File: config.mk
export PLATFORM = sky130hd
export DESIGN_NAME = butterfly_output_allocator
export DESIGN_NICKNAME = d
export VERILOG_FILES = /design/src/rtl/noc_alloc_pkg.sv /design/src/rtl/rr_arbiter.sv /design/src/rtl/butterfly_output_allocator.sv
export SDC_FILE = /design/constraint.sdc
export NUM_CORES = 1
export LEC_CHECK = 0
export CORE_AREA = 2 2 39 41
export CTS_CLUSTER_SIZE = 12
export DETAILED_ROUTE_END_ITERATION = 10
export DIE_AREA = 0 0 41 43
export PLACE_DENSITY = 0.72
export SLEW_MARGIN = 20
export SYNTH_ARGS = -nofsm -noshare
export SYNTH_HDL_FRONTEND = slang
export SYNTH_SLANG_ARGS = --single-unit
export TNS_END_PERCENT = 1
File: constraint.sdc
create_clock -name clk -period 6.9 [get_ports clk]
set_input_delay 1.035 -clock clk [delete_from_list [all_inputs] [get_ports clk]]
set_output_delay 1.035 -clock clk [all_outputs]
set_load 0.02 [all_outputs]
File: src/rtl/noc_alloc_pkg.sv
// rtl/noc_alloc_pkg.sv - shared types and helpers for NoC router allocators
package noc_alloc_pkg;

    typedef enum logic {ALLOC_IDLE, ALLOC_LOCKED} alloc_state_e;

    function automatic int clog2_min1(input int n);
        int r;
        r = $clog2(n);
        return (r < 1) ? 1 : r;
    endfunction

endpackage

File: src/rtl/rr_arbiter.sv
// rtl/rr_arbiter.sv - combinational round-robin arbiter, first request at or after ptr
module rr_arbiter
    import noc_alloc_pkg::*;
#(
    parameter int N  = 2,
    parameter int PW = clog2_min1(N)
) (
    input  logic [N-1:0]  req,
    input  logic [PW-1:0] ptr,
    input  logic          enable,
    output logic [N-1:0]  grant,
    output logic [PW-1:0] idx
);

    logic [PW:0]   sum;
    logic [PW-1:0] cand;
    logic          found;

    always_comb begin
        grant = '0;
        idx   = '0;
        sum   = '0;
        cand  = '0;
        found = 1'b0;
        // Scan N positions starting at ptr, wrapping modulo N.
        for (int i = 0; i < N; i++) begin
            sum = {1'b0, ptr} + (PW+1)'(i);
            if (sum >= (PW+1)'(N)) begin
                sum = sum - (PW+1)'(N);
            end
            cand = sum[PW-1:0];
            if (enable && !found && req[cand]) begin
                found       = 1'b1;
                grant[cand] = 1'b1;
                idx         = cand;
            end
        end
    end

endmodule

File: src/rtl/butterfly_output_allocator.sv
// rtl/butterfly_output_allocator.sv - per-output switch allocator with wormhole lock and credits
module butterfly_output_allocator
    import noc_alloc_pkg::*;
#(
    parameter int K                 = 2,
    parameter int FLIT_BUFFER_DEPTH = 4,
    parameter int IDX_WIDTH         = clog2_min1(K),
    parameter int CREDIT_WIDTH      = $clog2(FLIT_BUFFER_DEPTH + 1)
) (
    input  logic                    clk,
    input  logic                    rst,
    input  logic [K-1:0]            req,
    input  logic [K-1:0]            is_tail,
    input  logic                    credit_in,
    output logic [K-1:0]            grant,
    output logic [IDX_WIDTH-1:0]    grant_idx,
    output logic                    send_out,
    output logic                    is_tail_out,
    output logic [CREDIT_WIDTH-1:0] credit_count,
    output logic                    locked,
    output logic                    credit_err
);

    localparam logic [CREDIT_WIDTH-1:0] CREDIT_MAX = CREDIT_WIDTH'(FLIT_BUFFER_DEPTH);
    localparam logic [IDX_WIDTH-1:0]    LAST_IDX   = IDX_WIDTH'(K - 1);

    alloc_state_e           state, state_next;
    logic [IDX_WIDTH-1:0]   owner, owner_next;
    logic [IDX_WIDTH-1:0]   rr_ptr, rr_ptr_next;
    logic [CREDIT_WIDTH-1:0] credit_next;
    logic                   err_next;
    logic                   can_send;
    logic                   arb_enable;
    logic [K-1:0]           arb_grant;
    logic [IDX_WIDTH-1:0]   arb_idx;

    assign can_send   = (credit_count != '0);
    assign arb_enable = can_send && (state == ALLOC_IDLE);

    generate
        if (K == 1) begin : g_single
            assign arb_grant = req & {K{arb_enable}};
            assign arb_idx   = '0;
        end else begin : g_arb
            rr_arbiter #(
                .N  (K),
                .PW (IDX_WIDTH)
            ) u_arb (
                .req    (req),
                .ptr    (rr_ptr),
                .enable (arb_enable),
                .grant  (arb_grant),
                .idx    (arb_idx)
            );
        end
    endgenerate

    always_ff @(posedge clk) begin
        if (rst) begin
            state        <= ALLOC_IDLE;
            owner        <= '0;
            rr_ptr       <= '0;
            credit_count <= CREDIT_MAX;
            credit_err   <= 1'b0;
        end else begin
            state        <= state_next;
            owner        <= owner_next;
            rr_ptr       <= rr_ptr_next;
            credit_count <= credit_next;
            credit_err   <= err_next;
        end
    end

    always_comb begin
        state_next  = state;
        owner_next  = owner;
        rr_ptr_next = rr_ptr;
        credit_next = credit_count;
        err_next    = credit_err;
        grant       = '0;
        grant_idx   = '0;

        if (state == ALLOC_LOCKED) begin
            grant_idx = owner;
            if (req[owner] && can_send) begin
                grant[owner] = 1'b1;
            end
        end else begin
            grant     = arb_grant;
            grant_idx = arb_idx;
        end

        if (rst) begin
            grant     = '0;
            grant_idx = '0;
        end

        send_out    = |grant;
        is_tail_out = send_out && is_tail[grant_idx];
        locked      = (state == ALLOC_LOCKED) && !rst;

        // Winner of an IDLE grant advances the pointer; a non-tail flit opens a packet lock.
        if (send_out) begin
            if (state == ALLOC_IDLE) begin
                rr_ptr_next = (grant_idx == LAST_IDX) ? '0 : grant_idx + IDX_WIDTH'(1);
                if (!is_tail_out) begin
                    state_next = ALLOC_LOCKED;
                    owner_next = grant_idx;
                end
            end else if (is_tail_out) begin
                state_next = ALLOC_IDLE;
            end
        end

        if (send_out && !credit_in) begin
            credit_next = credit_count - CREDIT_WIDTH'(1);
        end else if (!send_out && credit_in) begin
            if (credit_count == CREDIT_MAX) begin
                err_next = 1'b1;
            end else begin
                credit_next = credit_count + CREDIT_WIDTH'(1);
            end
        end
    end

endmodule

Word-level counts from Yosys, hierarchy flattened
Cells that the tools add are included.
- register bits: 7
- bits in latches: 0
- RAM bits: 0
- memory bits (read-only): 0
- input port bits: 7
- output and inout bits: 10
- memories kept: 0
- add/sub/neg operators: 6
- multipliers: 0
- div/mod/pow operators: 0
- magnitude comparators: 9
- eq/ne operators: 2
- shifts and indexed selects: 0
- multiplexer cells: 31
- bitwise logic cells: 4
- reductions and logical operators: 23
- operators with widths (cell ; count):
    $mux 1 ; 20
    $logic_and 1x1->1 ; 12
    $mux 2 ; 5
    $mux 3 ; 3
    $lt 1x2->1 const B ; 4
    $reduce_and 3->1 ; 2
    $logic_not 1->1 ; 4
    $reduce_and 2->1 ; 2
    $add 3x1->3 const B ; 1
    $demux 1 s1 ; 3
    $eq 3x3->1 const B ; 1
    $ge 1x1->1 const B ; 3
    $not 1->1 ; 3
    $reduce_bool 3->1 ; 1
    $sub 3x1->3 const B ; 1
    $add 1x1->2 const B ; 1
    $ge 1x2->1 const B ; 1
    $ge 2x2->1 const B ; 1
    $ne 2x2->1 const B ; 1
    $or 2x2->2 ; 1
    $reduce_bool 2->1 ; 1
    $reduce_or 2->1 ; 1
    $sub 1x1->1 const B ; 2
    $add 1x1->1 const B ; 1

Logic depth before layout (Yosys ltp)
- depth in word-level cells: 17
- depth in mapped cells: 9

Modules after synthesis
Synthesis repeated with hierarchy kept, for this count alone.
- cell total of the unflattened synthesis: 62
- area total of the unflattened synthesis: 505.5 um2
- by module, submodules not included (module ; instances ; cells an instance ; area each (um2)):
    butterfly_output_allocator ; 1 ; 56 ; 479.2
    rr_arbiter ; 1 ; 6 ; 26.3

Worst setup path before layout
OpenSTA, ideal clock, no wires.
- path type: input to output
- from: in rst
- to: out is_tail_out
- data arrival time: 2351 ps
- path slack: 3514 ps
- stages: 5
- path buffers: 1
- cell sequence: clkbuf_1 or3_1 a21oi_2 inv_2 a21oi_1
- elaborated cells between the ends (all ways): 6
- RTL lines (what ; RTL line ; text):
    start, declared ; butterfly_output_allocator.sv:11 ; input logic rst,
    $mux 2 ; butterfly_output_allocator.sv:93 ; if (rst) begin
    $reduce_or 2->1 ; butterfly_output_allocator.sv:98 ; send_out = |grant;
    net send_out ; butterfly_output_allocator.sv:17 ; output logic send_out,
    $logic_and 1x1->1 ; butterfly_output_allocator.sv:99 ; is_tail_out = send_out && is_tail[grant_idx];
    end, declared ; butterfly_output_allocator.sv:18 ; output logic is_tail_out,
The timed path passes the listed nets, and every way through them passes these cells. The select of a mux whose other input is x is not followed.

Worst setup path in the final report
- from: in rst
- to: out is_tail_out
- longest elaborated chain between the ends: 4
- elaborated cells between the ends (all ways): 6
- ends and longest elaborated chain (what ; RTL line):
    $mux 1 ; butterfly_output_allocator.sv:93
    $mux 1 (implied by the code) (2 in a row) ; butterfly_output_allocator.sv:99
    $logic_and 1x1->1 * ; butterfly_output_allocator.sv:99
Every way passes the cells marked *; elsewhere a longest branch is shown, timed or not. The select of a mux whose other input is x is not followed.

==> results.tsv <==
metric	value	unit
fin_area	682	um^2
clock-skew-final	2.89	ps
ys_warn_count	0	
rsz0062_at_grt	no	
synth_cell_types	30	
syn-cell-area	479	um^2
min_period	4130	ps
die-area	1760	um^2
h-tree-depth	1	
power.density	195	nW/um^2
cts_setup_buffers	0	
drive_above_1_share	10.4	%
stdcell_count	93	
synthesis.nets	68	
yosysTopAreaCell	dfxtp_1	
synth_area_leaders	dfxtp_1 29%, nor2_1 6.3%, inv_1 5.5%, ha_1 5.2%, fa_1 4.2%	
nets	88	
hp-class	flop to flop	
hpwl	928	um
root_buffer	clkbuf_4	
synthToLayoutAreaGrowth	42.3	%
drc	0	
grt_usage	16.2	%
timing_hold_violations_final	0	
gp_congestion	0.751	
place_area	656	um^2
synth-edff-count	0	
avgViaCountPerCell	5.24	
worstMarginPinSlew	541	ps
pre_cts_ws	2760	ps
initial_core_util	34.6	%
cts_buffers	3	
dpl.cell_count	89	
design.core.area	1380	um^2
max_stage_delay	610	ps
cap_violations	0	
required	5860	ps
final_antenna_net_count	0	
worst_hold_slack	488	ps
critPathMaxFanout	10	
worst_ep_arrival_time	3090	ps
final_cell_mix	16 x clkdlybuf4s50_1, 8 x nor2_1, 7 x inv_1, 7 x dfxtp_1, 4 x nor3_1	
path_class	input port to primary output	
firstDrtPassIters	4	
ys_seq_area_share	29.2	%
first_global_vias	471	
io_buffers	16	
async_reset_ff_share	0	%
synth_top_area_share	29.2	%
syn_avg_cell_area	8.26	um^2
crit_chain	clkdlybuf4s50_1 -> or3_1 -> a21oi_2 -> inv_2 -> a21oi_1 -> clkdlybuf4s50_1	
cts_resized	0	
die_x	41	um
grt_start_max_net_pins	11	
final_common_cell	clkdlybuf4s50_1	
clock_insertion_delay_worst_skew	250	ps
wire_per_inst	12.8	um
ctsHoldBuffers	0	
num_rows	14	
io_pins	17	
cts.sinks	7	
grt_pass1_wl	1.96	mm
cts.clk_slew.worst_paths	50	ps
leakage	0.000254	uW
end_kind	primary output	
via_count	487	
routed_wl	1.19	mm
tritoncts	built	
overflow	0	
ir_worst_vdd	0.121	mV
finalSetupViolCount	0	
netlist_instances	58	
grt_antenna_before_repair	0	
synthFlopType	dfxtp_1	
relSlewSlack	63.4	%
fin_crit_sh	59.8	%
fmaxAchievable	242	MHz
setup_ws	2770	ps
cts_buffer_depth	2	
drt_iter0_drc	6	
cp_slowest_cell	clkdlybuf4s50_1	
tns	0	ps
status	completed	
synth_seq_cells	7	
crit_top_cell	clkdlybuf4s50_1	
start_kind	input port	
die_y	43	um
num_antenna_cells	0	
finalMaxSlewViolations	0	
==> flip-flops by register name (all words and copies together) (netlist names) <==
name,flops
owner,1
credit_err,1
credit_count,3
rr_ptr,1
state,1
==> power by group <==
part / leakage [uW] / switching (uW) / internal [uW] / total, uW
Sequential: 0.0000573 / 4.61 / 44.2 / 48.8
Clock: 0.0000150 / 15.6 / 22.1 / 37.7
Combinational: 0.000181 / 24.4 / 21.9 / 46.2
Total: 0.000254 / 44.5 / 88.1 / 133
==> routing by layer <==
layer | vias to the layer above | share of wire, % | GRT usage (%) | wire (um)
met4 | 0 | 0 | 8.00 | 0
li1 | 245 | - | - | -
met5 | - | 0 | 0 | 0
met3 | 0 | 7.2 | 3.66 | 86
met2 | 19 | 49 | 25.0 | 580
met1 | 223 | 44 | 20.2 | 522
==> through the flow <==
stage	power, uW	utilization (%)
floorplan	76.9	-
global placement	95.3	47.4
detailed placement	95.9	47.4
CTS	134	49.3
global route	142	49.3
finish	133	49.3
==> final cells by class <==
| type | instances | area, um^2 |
|---|---|---|
| fill | 145 | 702 |
| multi-input combinational | 42 | 305 |
| timing repair buffer | 16 | 160 |
| tap | 16 | 20.0 |
| inverter | 8 | 30.0 |
| sequential | 7 | 140 |
| clock buffer | 4 | 26.3 |
==> worst max-delay path: cells and delay by family <==
kind,cells,cell delay (ps)
AOI/OAI and AO/OA,2,350
buffers and inverters,3,1240
and+or+nand+nor,1,470
==> cell families (layout without fill, tap and decap cells) <==
| kind of cell | count (synthesis) | in the layout | share of synthesized area, % |
|---|---|---|---|
| xor gates and xnor gates | 1 | 1 | 1.83 |
| adders and majority gates | 3 | 3 | 9.40 |
| buffers and inverters | 9 | 28 | 7.05 |
| AOI/OAI and AO/OA | 15 | 15 | 24.5 |
| and+or+nand+nor | 20 | 20 | 21.4 |
| DFF | 7 | 7 | 29.2 |
| muxes | 3 | 3 | 6.53 |
==> path summary, 6_finish.rpt <==
check	slack (ps)	endpoint	start	depth (start not counted)
max	2770	is_tail_out	rst	6
min	490	credit_err	credit_err	2
min reg2reg	490	credit_err	credit_err	2
max reg2reg	4360	credit_count[2]	credit_count[0]	9
==> synthesized netlist by cell type (2+ instances only) <==
master and number:
ha_1 2, nor3_1 4, inv_1 7, dfxtp_1 7, nor2_1 8, a21oi_1 3
mux2i_1 2, o31a_1 2, o21ai_0 2
No activity file was read; power rests on OpenSTA's default activity.
